[src/rtl/sema_mem_stage.sv]
// Memory-access pipeline stage: drives data memory, resolves branches, registers EX
// results for writeback and runs a multi-channel semaphore handshake with optional timeout.
//
// state | meaning
// IDLE  | no semaphore op in flight; a new op is accepted here
// SWAIT | waiting for the target channel (slot free / token valid)
// ACK   | one-cycle strobe to the channel; read token captured on exit
// DONE  | op finished (or aborted); held until the pipeline releases
module sema_mem_stage #(
    parameter int DATA_W  = 16,
    parameter int ADDR_W  = 8,
    parameter int RID_W   = 4,
    parameter int SEMA_CH = 4,
    parameter int SEMA_W  = 1,
    parameter int TIMEOUT = 0,
    parameter int CH_W    = (SEMA_CH > 1) ? $clog2(SEMA_CH) : 1
) (
    input  logic                      clk,
    input  logic                      rstn,
    input  logic                      suspend_cpu,
    output logic                      phase_done,
    input  logic [SEMA_CH-1:0]        sema_valid,
    input  logic [SEMA_CH-1:0]        sema_is_empty,
    input  logic [SEMA_CH*SEMA_W-1:0] sema_data_in,
    output logic [SEMA_CH-1:0]        sema_ready,
    output logic [SEMA_CH-1:0]        sema_write,
    output logic [SEMA_W-1:0]         sema_data_out,
    input  logic [DATA_W-1:0]         ex_alu_result,
    input  logic [RID_W-1:0]          ex_rd_id,
    input  logic                      ex_reg_write,
    input  logic                      ex_mem_to_reg,
    input  logic                      ex_branch_taken,
    input  logic                      ex_mem_branch,
    input  logic [ADDR_W-1:0]         ex_branch_target_address,
    input  logic                      ex_mem_read,
    input  logic                      ex_mem_write,
    input  logic [ADDR_W-1:0]         ex_mem_addr,
    input  logic [DATA_W-1:0]         ex_mem_write_data,
    input  logic                      ex_sema_read,
    input  logic                      ex_sema_write,
    input  logic [CH_W-1:0]           ex_sema_ch,
    output logic [ADDR_W-1:0]         data_memory_address,
    output logic                      data_memory_write_en,
    output logic [DATA_W-1:0]         data_memory_write_data,
    output logic                      data_memory_read_en,
    output logic                      mem_take_branch,
    output logic [ADDR_W-1:0]         mem_branch_target_address,
    output logic [DATA_W-1:0]         mem_alu_result,
    output logic [RID_W-1:0]          mem_rd_id,
    output logic                      mem_reg_write,
    output logic                      mem_mem_to_reg,
    output logic                      mem_sema_read_performed,
    output logic [SEMA_W-1:0]         mem_sema_writeback,
    output logic                      mem_sema_timeout,
    output logic                      mem_sema_error
);

    localparam logic [1:0] S_IDLE  = 2'd0;
    localparam logic [1:0] S_SWAIT = 2'd1;
    localparam logic [1:0] S_ACK   = 2'd2;
    localparam logic [1:0] S_DONE  = 2'd3;

    localparam int CNT_W = (TIMEOUT > 1) ? $clog2(TIMEOUT) : 1;
    localparam logic [CNT_W-1:0] CNT_LAST = CNT_W'((TIMEOUT > 0) ? TIMEOUT - 1 : 0);
    localparam logic [CH_W:0] CH_LIMIT = (CH_W + 1)'(SEMA_CH);

    logic [1:0]         r_state;
    logic               r_is_write;
    logic [CH_W-1:0]    r_ch;
    logic [SEMA_W-1:0]  r_token;
    logic [CNT_W-1:0]   r_cnt;

    logic               w_op;
    logic               w_ch_bad;
    logic [SEMA_CH-1:0] w_ch_onehot;
    logic               w_ready_cond;
    logic [SEMA_W-1:0]  w_sel_token;

    assign data_memory_address       = ex_mem_addr;
    assign data_memory_write_en      = ex_mem_write;
    assign data_memory_write_data    = ex_mem_write_data;
    assign data_memory_read_en       = ex_mem_read;
    assign mem_take_branch           = ex_branch_taken & ex_mem_branch;
    assign mem_branch_target_address = ex_branch_target_address;

    assign w_op     = ex_sema_read | ex_sema_write;
    assign w_ch_bad = {1'b0, ex_sema_ch} >= CH_LIMIT;

    // Decode the latched channel once; out-of-range ids never reach SWAIT.
    always_comb begin
        w_ch_onehot = '0;
        w_sel_token = '0;
        for (int k = 0; k < SEMA_CH; k++) begin
            if (r_ch == CH_W'(k)) begin
                w_ch_onehot[k] = 1'b1;
            end
            w_sel_token = w_sel_token
                        | (sema_data_in[k*SEMA_W +: SEMA_W] & {SEMA_W{w_ch_onehot[k]}});
        end
    end

    assign w_ready_cond = r_is_write ? |(sema_is_empty & w_ch_onehot)
                                     : |(sema_valid & w_ch_onehot);

    assign phase_done = ((r_state == S_IDLE) && !w_op) || (r_state == S_DONE);

    always_ff @(posedge clk) begin
        if (!rstn) begin
            r_state                 <= S_IDLE;
            r_is_write              <= 1'b0;
            r_ch                    <= '0;
            r_token                 <= '0;
            r_cnt                   <= '0;
            sema_ready              <= '0;
            sema_write              <= '0;
            sema_data_out           <= '0;
            mem_alu_result          <= '0;
            mem_rd_id               <= '0;
            mem_reg_write           <= 1'b0;
            mem_mem_to_reg          <= 1'b0;
            mem_sema_read_performed <= 1'b0;
            mem_sema_writeback      <= '0;
            mem_sema_timeout        <= 1'b0;
            mem_sema_error          <= 1'b0;
        end else begin
            if (!suspend_cpu) begin
                mem_alu_result <= ex_alu_result;
                mem_rd_id      <= ex_rd_id;
                mem_reg_write  <= ex_reg_write;
                mem_mem_to_reg <= ex_mem_to_reg;
            end

            case (r_state)
                S_IDLE: begin
                    if (w_op) begin
                        r_is_write <= ex_sema_write;
                        r_ch       <= ex_sema_ch;
                        r_token    <= ex_mem_write_data[SEMA_W-1:0];
                        r_cnt      <= '0;
                        if (w_ch_bad) begin
                            r_state        <= S_DONE;
                            mem_sema_error <= 1'b1;
                        end else begin
                            r_state <= S_SWAIT;
                        end
                    end
                end
                S_SWAIT: begin
                    // Readiness is checked before the timeout so a late ready still wins.
                    if (w_ready_cond) begin
                        r_state <= S_ACK;
                        if (r_is_write) begin
                            sema_write    <= w_ch_onehot;
                            sema_data_out <= r_token;
                        end else begin
                            sema_ready <= w_ch_onehot;
                        end
                    end else if ((TIMEOUT > 0) && (r_cnt == CNT_LAST)) begin
                        r_state          <= S_DONE;
                        mem_sema_timeout <= 1'b1;
                    end else begin
                        r_cnt <= r_cnt + CNT_W'(1);
                    end
                end
                S_ACK: begin
                    sema_ready    <= '0;
                    sema_write    <= '0;
                    sema_data_out <= '0;
                    if (!r_is_write) begin
                        mem_sema_writeback      <= w_sel_token;
                        mem_sema_read_performed <= 1'b1;
                    end
                    r_state <= S_DONE;
                end
                S_DONE: begin
                    if (!suspend_cpu) begin
                        r_state                 <= S_IDLE;
                        mem_sema_read_performed <= 1'b0;
                        mem_sema_timeout        <= 1'b0;
                        mem_sema_error          <= 1'b0;
                    end
                end
                default: r_state <= S_IDLE;
            endcase
        end
    end

endmodule

[config.mk]
export PLATFORM = sky130hd
export DESIGN_NAME = sema_mem_stage
export DESIGN_NICKNAME = d
export VERILOG_FILES = /design/src/rtl/sema_mem_stage.sv
export SDC_FILE = /design/constraint.sdc
export NUM_CORES = 1
export LEC_CHECK = 0
export CAP_MARGIN = 20
export CORE_UTILIZATION = 31
export DETAILED_ROUTE_END_ITERATION = 8
export GPL_TIMING_DRIVEN = 0
export PLACE_DENSITY = 0.77
export SYNTH_ARGS = -nofsm -noshare
export SYNTH_HDL_FRONTEND = slang
export SYNTH_SLANG_ARGS = --single-unit
[constraint.sdc]
create_clock -name clk -period 1.7 [get_ports clk]
set_input_delay 0.34 -clock clk [delete_from_list [all_inputs] [get_ports clk]]
set_output_delay 0.34 -clock clk [all_outputs]
set_load 0.005 [all_outputs]
-- Word-level counts from Yosys, hierarchy flattened
Cells that the tools add are included.
- muxes and demuxes: 21
- shift-type cells: 0
- $mul: 0
- reductions and logical operators: 15
- $add $sub $neg: 0
- divide/modulo/power cells: 0
- order comparisons: 0
- eq/ne operators: 12
- bitwise gates (word level): 12
- operators with widths (operator ; number):
    4-bit 2-to-1 mux ; 4
    4-bit one-hot mux with 2 select lines ; 2
    2-bit inequality test (second input constant) ; 6
    3-bit AND reduction ; 4
    1-bit 2-to-1 mux ; 9
    4-bit AND ; 2
    2-bit equality test (second input constant) ; 4
    2-bit one-hot mux with 4 select lines ; 1
    4-bit OR reduction ; 2
    2-bit 2-to-1 mux ; 3
    1-bit AND ; 5
    2-bit by 1-bit equality test with 1-bit output (second input constant) ; 2
    2-bit zero test ; 2
    1-bit OR ; 4
    1-bit one-hot mux with 2 select lines ; 2
    2-bit AND reduction ; 2
    2-bit nonzero test ; 2
    1-bit logical AND ; 1
    1-bit zero test ; 1
    1-bit logical OR ; 1
    1-bit NOT ; 1
- latch bits: 0
- ROM bits: 0
- logic and storage cells: 73
- output and inout port bits: 71
- register bits after elaboration: 39
- bits of input ports: 77
- memories kept: 0
- RAM bits: 0

-- Depth between registers and ports, before layout
Gate-level depths: netlist of run 1.
- word-level depth: 7
- gate-level depth with buffers: 6
- mapped depth without buffers: 6

-- Worst setup path after synthesis of run 1
No wires, ideal clock.
- path type: reg2reg
- start: register r_ch[0]
- end: register r_state[0]
- setup slack: 0.078 ns
- cell stages (with the launch flop): 7
- arrival time: 1.543 ns
- required time: 1.621 ns
- setup time: 0.079 ns
- path buffers: 2
- path through: dfxtp_1 -> buf_6 -> mux4_2 -> nor2b_4 -> buf_6 -> o211a_1 -> a211oi_2
- word-level cells in the longest chain between the ends: 7
- ends and longest elaborated chain (item ; line ; RTL):
    start: declaration ; 69 ; logic [CH_W-1:0] r_ch;
    start signal: assignment ; 137 ; r_ch <= ex_sema_ch;
    2-bit by 1-bit equality test with 1-bit output, or another cell as far along ; 94 ; if (r_ch == CH_W'(k)) begin
    1-bit 2-to-1 mux ; 94 ;
    4-bit AND, on equally long branches ; 103, 102 ;
    4-bit OR reduction, on equally long branches ; 103, 102 ;
    1-bit 2-to-1 mux (*) ; 102 ; assign w_ready_cond = r_is_write ? |(sema_is_empty & w_ch_onehot)
    2-bit inequality test (no source line) (*) ; n/a ;
    3-bit AND reduction (no source line) (*) ; n/a ;
    end signal: assignment ; 109 ; r_state <= S_IDLE;
    end signal: assignment ; 141 ; r_state <= S_DONE;
    end signal: assignment ; 144 ; r_state <= S_SWAIT;
    end: declaration ; 67 ; logic [1:0] r_state;
Mark *: on every way between the ends. The rest lies on a longest branch, timed or not.
A chain may end at the register's enable or synchronous reset.

-- Final worst setup path of run 1
- start: register r_state[1]
- end: output port phase_done
- word-level cells in the longest chain between the ends: 3
- ends and longest elaborated chain (item ; line ; RTL):
    2-bit zero test ; 105 ; assign phase_done = ((r_state == S_IDLE) && !w_op) || (r_state == S_DONE);
    1-bit logical AND ; 105 ;
    1-bit logical OR (*) ; 105 ;
    end: declaration ; 21 ; output logic phase_done,
Marked as above.

==> run summary, run 1 <==
The ratio of routed vias to standard cells is 4.60. The sequential-to-total area share from yosys stat came out at 0.392. The cell family with the largest share of critical-path delay is simple AND/OR/NAND/NOR gates. The count of final max-slew check failures was 0.

The required time of the critical path came out at 1360 ps. The flip-flop count of the largest register after layout came out at 16. The net count of the finished layout is 414. The maximum number of buffers from clock root to sink is 2. In this run the number of H-tree levels came out at 2.

The share of cells above drive strength 1 came out at 0.207. The number of distinct standard cells referenced by the synthesized netlist came out at 34. The height of the die came out at 82.1 um. The critical-path maximum fanout came out at 5. Entering global routing, the biggest net connects 13 pins. The number of hold violations in the final report was 0. A synthesized cell averages 9.56 sq um.

The library cells used most frequently in the layout, excluding fill and tap cells, are 108 x clkdlybuf4s50_1, 43 x buf_4, 36 x dfxtp_1. The number of buffers inserted during clock tree synthesis is 5. The mean routed wirelength per cell came out at 12.4 um. For met1 alone, demand over resource in global routing was 0.162. At the pin with the least slew margin, the transition time is 706 ps. Across the whole layout, storage elements account for 785 sq um. The via count of the first global-routing pass is 1,744.

The leading cell type in the layout, fill and taps excluded is clkdlybuf4s50_1. The startpoint type of the worst setup path is a flop. The initial utilization of the core area, before any placement, comes to 0.328. The multiplexer share of the synthesized area came out at 0.165. The DRC violations left came out at 0. TritonCTS built the clock tree. Yosys printed 0 warnings. In this design, the stage delay of the slowest critical-path cell is 350 ps. The worst slew margin relative to its limit is 0.530.

The tightest min-delay check is of the in -> reg type. The number of instances in the synthesized netlist is 208. Counting every sink on the clock net gives 39. The final worst clock skew is 3.01 ps. The basic-gate share of the synthesized area counting and, or, nand and nor cells came out at 0.131. The congestion estimate from routability-driven global placement came to 0.723. On the final layout, the worst hold slack is 375 ps.

Ranked by total cell area, the synthesized netlist is headed by dfxtp_1 39%, mux2i_1 14%, buf_4 14%. The global-route wire length before repair is 7700 um. The adder and majority gate portion of the synthesized area came out at 0.0252.

In this run the tool buffered the top-level ports with 111 buffer cells. The root buffer cell is clkbuf_8. Data on the critical path arrives at its endpoint at 1350 ps. For met2 alone, demand over resource in global routing was 0.274. The share of the synthesized area in the top cell type came out at 0.392. 0 antenna diodes ended up in the layout. The flip-flop and latch count after synthesis is 39.

The width of the die came out at 82.1 um. The count of max-cap constraint violations is 0. The clock-pin slew of the registers on the worst-case setup and hold paths is 80 ps. The insertion delay to the later sink of the worst-skew pair came out at 290 ps. The first-pass detailed-route iteration total came out at 4. The total standard cell area after synthesis is 1990 sq um.

In this run the count of I/O pins placed on the die edge is 148. The worst setup path is captured at an output pin. Setup violations remaining at the end of the flow were counted as 0.

The worst-case IR drop observed on VDD is 484 uV. The global routing's busiest layer is met2. The post-synthesis compound-gate area fraction is 0.103. After the first detailed-routing iteration, the DRC count stood at 65. The final total power came out at 3010 uW. The share of the clock period used by the worst path after layout is 0.992.

Wires add up to 5080 um. The number of buffer and inverter instances along the worst setup path came out at 2. Of all cell types, the one taking the most synthesized area is dfxtp_1. The multi-input gate area in the final layout is 887 sq um. Counting flops per register, the top entry is mem_alu_result. The row count is 28. The dominant combinational cell family by area after synthesis is buffers and inverters. The number of antenna violations at the first check in global routing came out at 0.

In this run the worst setup path begins at r_state[1]. Relative to the synthesized area, the layout overhead comes to 70.6%. Traced cell by cell, the critical path runs through inv_2, ha_4, nor3b_4, or2_4, buf_6. The maximum clock frequency is 593 MHz. The critical path in this run is classified as reg -> out. The final period demand of the worst path is 1690 ps. The worst hold path begins at suspend_cpu. The run finished with clean final reports. The filler cells instantiated in the layout total 535. The antenna violation net count after detailed routing is 0.

Detailed routing inserted a total of 1,882 vias. The core area came out at 6060 sq um. The leakage power figure is 0.00146 uW. The power density over cell area came out at 888 nW/um^2.

The die outline area came out at 6740 sq um. The xor and xnor area share after synthesis is 0. The reg-to-reg critical path startpoint is r_ch[0]. The total global routing overflow is 0. The global-route usage over all layers is 0.150. Setup repair after global routing could not meet its margin everywhere. The critical path's slowest cell is dfxtp_2.

After legalization and detailed placement, the total HPWL measured 3850 um. The global routing met3 resource utilization came out at 0.0462.
Yosys cell counts:
master / instances
o211a_1: 1
nor2b_4: 1
mux4_2: 1
o311ai_1: 1
a21oi_1: 6
buf_6: 3
clkbuf_1: 5
nor2_1: 29
a211oi_2: 1
and3_1: 5
or2_2: 1
o21a_1: 4
mux4_1: 1
a22oi_1: 1
a211oi_1: 1
a2bb2oi_1: 1
dfxtp_1: 39
inv_1: 4
ha_1: 4
o21ai_0: 3
and2_1: 2
buf_8: 1
conb_1: 1
mux2i_1: 28
o221ai_1: 1
nor3b_1: 1
and2b_1: 1
o21ai_1: 2
nor2b_1: 3
a32o_1: 5
nand2b_1: 2
nand2_1: 11
buf_4: 37
o22ai_1: 1
metrics by stage:
| stage | TNS, ps | instance area (sq um) | utilization | setup WS, ps | cells |
|---|---|---|---|---|---|
| 6_report | 0 | 3390 | 0.560 | 13.8 | 409 |
| 5_1_grt | -41.2 | 3390 | 0.560 | -41.2 | 409 |
| 4_1_cts | 0 | 3380 | 0.558 | 0.891 | 409 |
| 3_5_place_dp | -2960 | 3200 | 0.528 | -446 | 395 |
| 3_3_place_gp | -2880 | 3200 | 0.528 | -384 | 395 |
| 2_1_floorplan | 0 | 1990 | - | 77.9 | 209 |
worst min-delay path, stage by stage:
cell and delay (ps):
buf_4 140, mux2i_1 80, nor2_1 70
path summary, 6_finish.rpt:
check	to	slack, ps	depth (start not counted)
setup / recovery	phase_done	10	5
hold / removal	mem_mem_to_reg	370	3
setup reg to reg	sema_write[0]	110	6
hold reg to reg	mem_alu_result[1]	500	2
final cells by class:
| type | count | share of cell area |
|---|---|---|
| Multi-Input combinational cell | 120 | 0.261 |
| Clock buffer | 7 | 0.0284 |
| Tap cell | 75 | 0.0277 |
| Clock inverter | 1 | 0.00221 |
| Sequential cell | 39 | 0.231 |
| Buffer | 45 | 0.0985 |
| Inverter | 4 | 0.00442 |
| Timing Repair Buffer | 118 | 0.346 |
repair_timing:
action / in CTS / in global routing
resized for setup: 17 / 2
setup buffers: 6 / 1
pin swaps: 1 / 2
endpoints found under the hold margin: 0 / 0
hold buffers: 0 / 0
setup endpoints to repair: 5 / 9
where the power goes:
group / switching (uW) / internal (uW)
logic: 511 / 722
clock network: 330 / 369
registers: 65.4 / 1010
total: 907 / 2110
routing by layer:
layer	vias up	wire length, um
li1	918	-
met1	840	1930
met2	118	2480
met3	6	641
met4	0	35
met5	-	0
logic make-up after synthesis:
kind of cell,count (synthesis)
other cells,1
flops,39
compound gates,28
buf+inv,50
fa+ha+maj,4
mux,30
simple gates,56
No activity file was read; power rests on OpenSTA's default activity.
==> run 2: changes to the inputs <==
--- a/config.mk
+++ b/config.mk
@@ -10,6 +10,7 @@
 export DETAILED_ROUTE_END_ITERATION = 8
 export GPL_TIMING_DRIVEN = 0
 export PLACE_DENSITY = 0.77
+export SETUP_SLACK_MARGIN = 0.02
 export SYNTH_ARGS = -nofsm -noshare
 export SYNTH_HDL_FRONTEND = slang
 export SYNTH_SLANG_ARGS = --single-unit
==> run 2 against run 1 <==
Count of clock-buffer cells in the layout stayed put. First-iteration DRC count shrank 7.7%. Sequential cell count unchanged. Die area unchanged. Via count unchanged. Final area unchanged. Hold slack better by 0.54 ps. Final cell count did not move. Sequential share of layout area unchanged. Combinational power barely moved. Clock skew down 1.6 ps.
==> run summary, run 2 (synthesized netlist as in run 1, its figures left out) <==
The run finished with clean final reports. The count of antenna diodes in the layout is 0. At the worst endpoint, the arrival time is 1350 ps. For this run the aggregate overflow at the end of global routing stands at 0. The leakage power figure came out at 0.00146 uW. The first-pass detailed-route iteration total came out at 4. The count of nets left with antenna violations once routing finished came out at 0. The share of the clock period used by the worst path after layout is 0.993.

The maximum vdd drop came out at 484 uV. No sink is reached through more buffers than the 2 on the longest clock path. The via count of the first global-routing pass is 1,741. Power comes to 3010 uW. The setup total negative slack is 0 ps. Setup repair after global routing could not meet its margin everywhere. The path class of the tightest hold or removal check is in -> reg. The critical-path maximum fanout is 5. The number of hold violations in the final report is 0. The post-route worst hold slack is 375 ps. STA classifies the critical path startpoint as a flop.

The congestion estimate from routability-driven global placement came to 0.723. The critical path in this run is classified as reg -> out. The number of antenna violations at the first check in global routing is 0. The leading cell type in the layout, fill and taps excluded is clkdlybuf4s50_1.

The count of final max-slew check failures is 0. The worst path needs 1690 ps of the cycle, external delays included. In the routed design, unresolved DRC markers number 0. The worst slew margin relative to its limit is 0.530.

The total routed wirelength came out at 5080 um. Data on the critical path is required at its endpoint by 1360 ps. The net count of the finished layout is 414. The floorplan has 28 rows. The library cells used most frequently in the layout, excluding fill and tap cells, are 108 x clkdlybuf4s50_1, 43 x buf_4, 36 x dfxtp_1. The post-detailed-placement half-perimeter wirelength came out at 3850 um. The ratio of routed vias to standard cells is 4.60. The power density over cell area came out at 887 nW/um^2. The post-cts hold buffer count is 0.

The number of setup violations in the final report came out at 0. The DRC marker count from the first detailed-route iteration is 60. The number of buffers inserted during clock tree synthesis is 5. The largest net degree at the start of global routing is 13.

The routed via count came out at 1,882. The register with the most flip-flops in the layout has 16 of them. The maximum clock frequency came out at 592 MHz.

The insertion delay to the later sink of the worst-skew pair came out at 280 ps. The final worst clock skew is 1.37 ps. The initial utilization of the core area, before any placement, comes to 0.328.

The H-tree depth is 2. The width of the die came out at 82.1 um. The global-route usage over all layers is 0.150. The root buffer cell is clkbuf_8. The mean routed wirelength per cell came out at 12.4 um.

Max-cap violations in this run came to 0. For this design the top-level I/O count stands at 148. The CTS tree is yes. The height of the die came out at 82.1 um. The number of filler cells placed in the layout is 535. The clock-pin slew of the registers on the worst-case setup and hold paths came out at 80 ps. In this run the tool buffered the top-level ports with 111 buffer cells. In the final layout, the share of cells above drive strength 1 is 0.207. The slew at the pin with the worst max-slew slack came out at 706 ps. The register with the most flip-flops in the final layout is mem_alu_result. The die outline area is 6740 sq um. The post-synthesis to final-layout area growth is 70.6%.

The worst setup path is captured at an output pin. The global-route wire length before repair came out at 7670 um. The sink count of the clock tree is 39. The floorplan step defined a core boundary enclosing 6060 sq um.
run 2: worst paths after layout:
path / depth (start not counted) / slack, ps / startpoint / end
max reg2reg: 5 / 100 / r_ch[0] / r_state[0]
min: 3 / 380 / suspend_cpu / mem_mem_to_reg
min reg2reg: 2 / 500 / mem_alu_result[1] / mem_alu_result[1]
max: 5 / 10 / r_state[1] / phase_done
run 2: repair_timing:
item	4_1_cts	5_1_grt
setup endpoints to repair	6	5
endpoints found under the hold margin	0	0
resized for setup	19	0
buffers inserted	6	1
pin swaps	1	1
run 2: metal layers:
layer / up-vias / GRT usage / part of all wire
li1: 920 / - / -
met5: - / 0 / 0
met1: 841 / 0.161 / 0.38
met3: 6 / 0.0462 / 0.12
met4: 0 / 0.0526 / 0.0071
met2: 115 / 0.274 / 0.49
run 2: power breakdown:
part / switching [uW] / total [uW] / internal (uW) / leakage (uW)
combinational: 509 / 1230 / 722 / 0.00109
clock: 328 / 698 / 369 / 0.0000505
sequential: 65.9 / 1080 / 1010 / 0.000321
total: 903 / 3010 / 2110 / 0.00146
run 2: area by class of cell:
| class | instances | area (sq um) | share of cell area |
|---|---|---|---|
| multi-input cells | 120 | 887 | 0.261 |
| plain buffers | 45 | 334 | 0.0985 |
| well taps | 75 | 93.8 | 0.0277 |
| flip-flops and latches | 39 | 785 | 0.231 |
| inverters | 4 | 15.0 | 0.00442 |
| clock inverters | 1 | 7.51 | 0.00221 |
| repair buffers | 118 | 1170 | 0.346 |
| clock buffers | 7 | 96.3 | 0.0284 |
run 2: critical path, cell delays in order, from the launching register on:
cell     delay (ps)
dfxtp_2         350
inv_2            50
ha_4            160
nor3b_4         150
or2_4           230
buf_6           110
run 2: per-stage QoR:
stage               area, sq um  instances  utilization  setup slack (ps)
finish                     3390        409        0.560              11.8
global route               3390        409        0.560             -41.2
CTS                        3390        408        0.559              4.53
detailed placement         3200        395        0.528              -446
global placement           3200        395        0.528              -384
floorplan                  1990        209            -              77.9
==> run 3: changes to the inputs <==
--- a/config.mk
+++ b/config.mk
@@ -5,7 +5,6 @@
 export SDC_FILE = /design/constraint.sdc
 export NUM_CORES = 1
 export LEC_CHECK = 0
-export CAP_MARGIN = 20
 export CORE_UTILIZATION = 31
 export DETAILED_ROUTE_END_ITERATION = 8
 export GPL_TIMING_DRIVEN = 0
==> results of run 3 <==
Same layout as run 2: the final DEF is identical, and so are final timing and power.
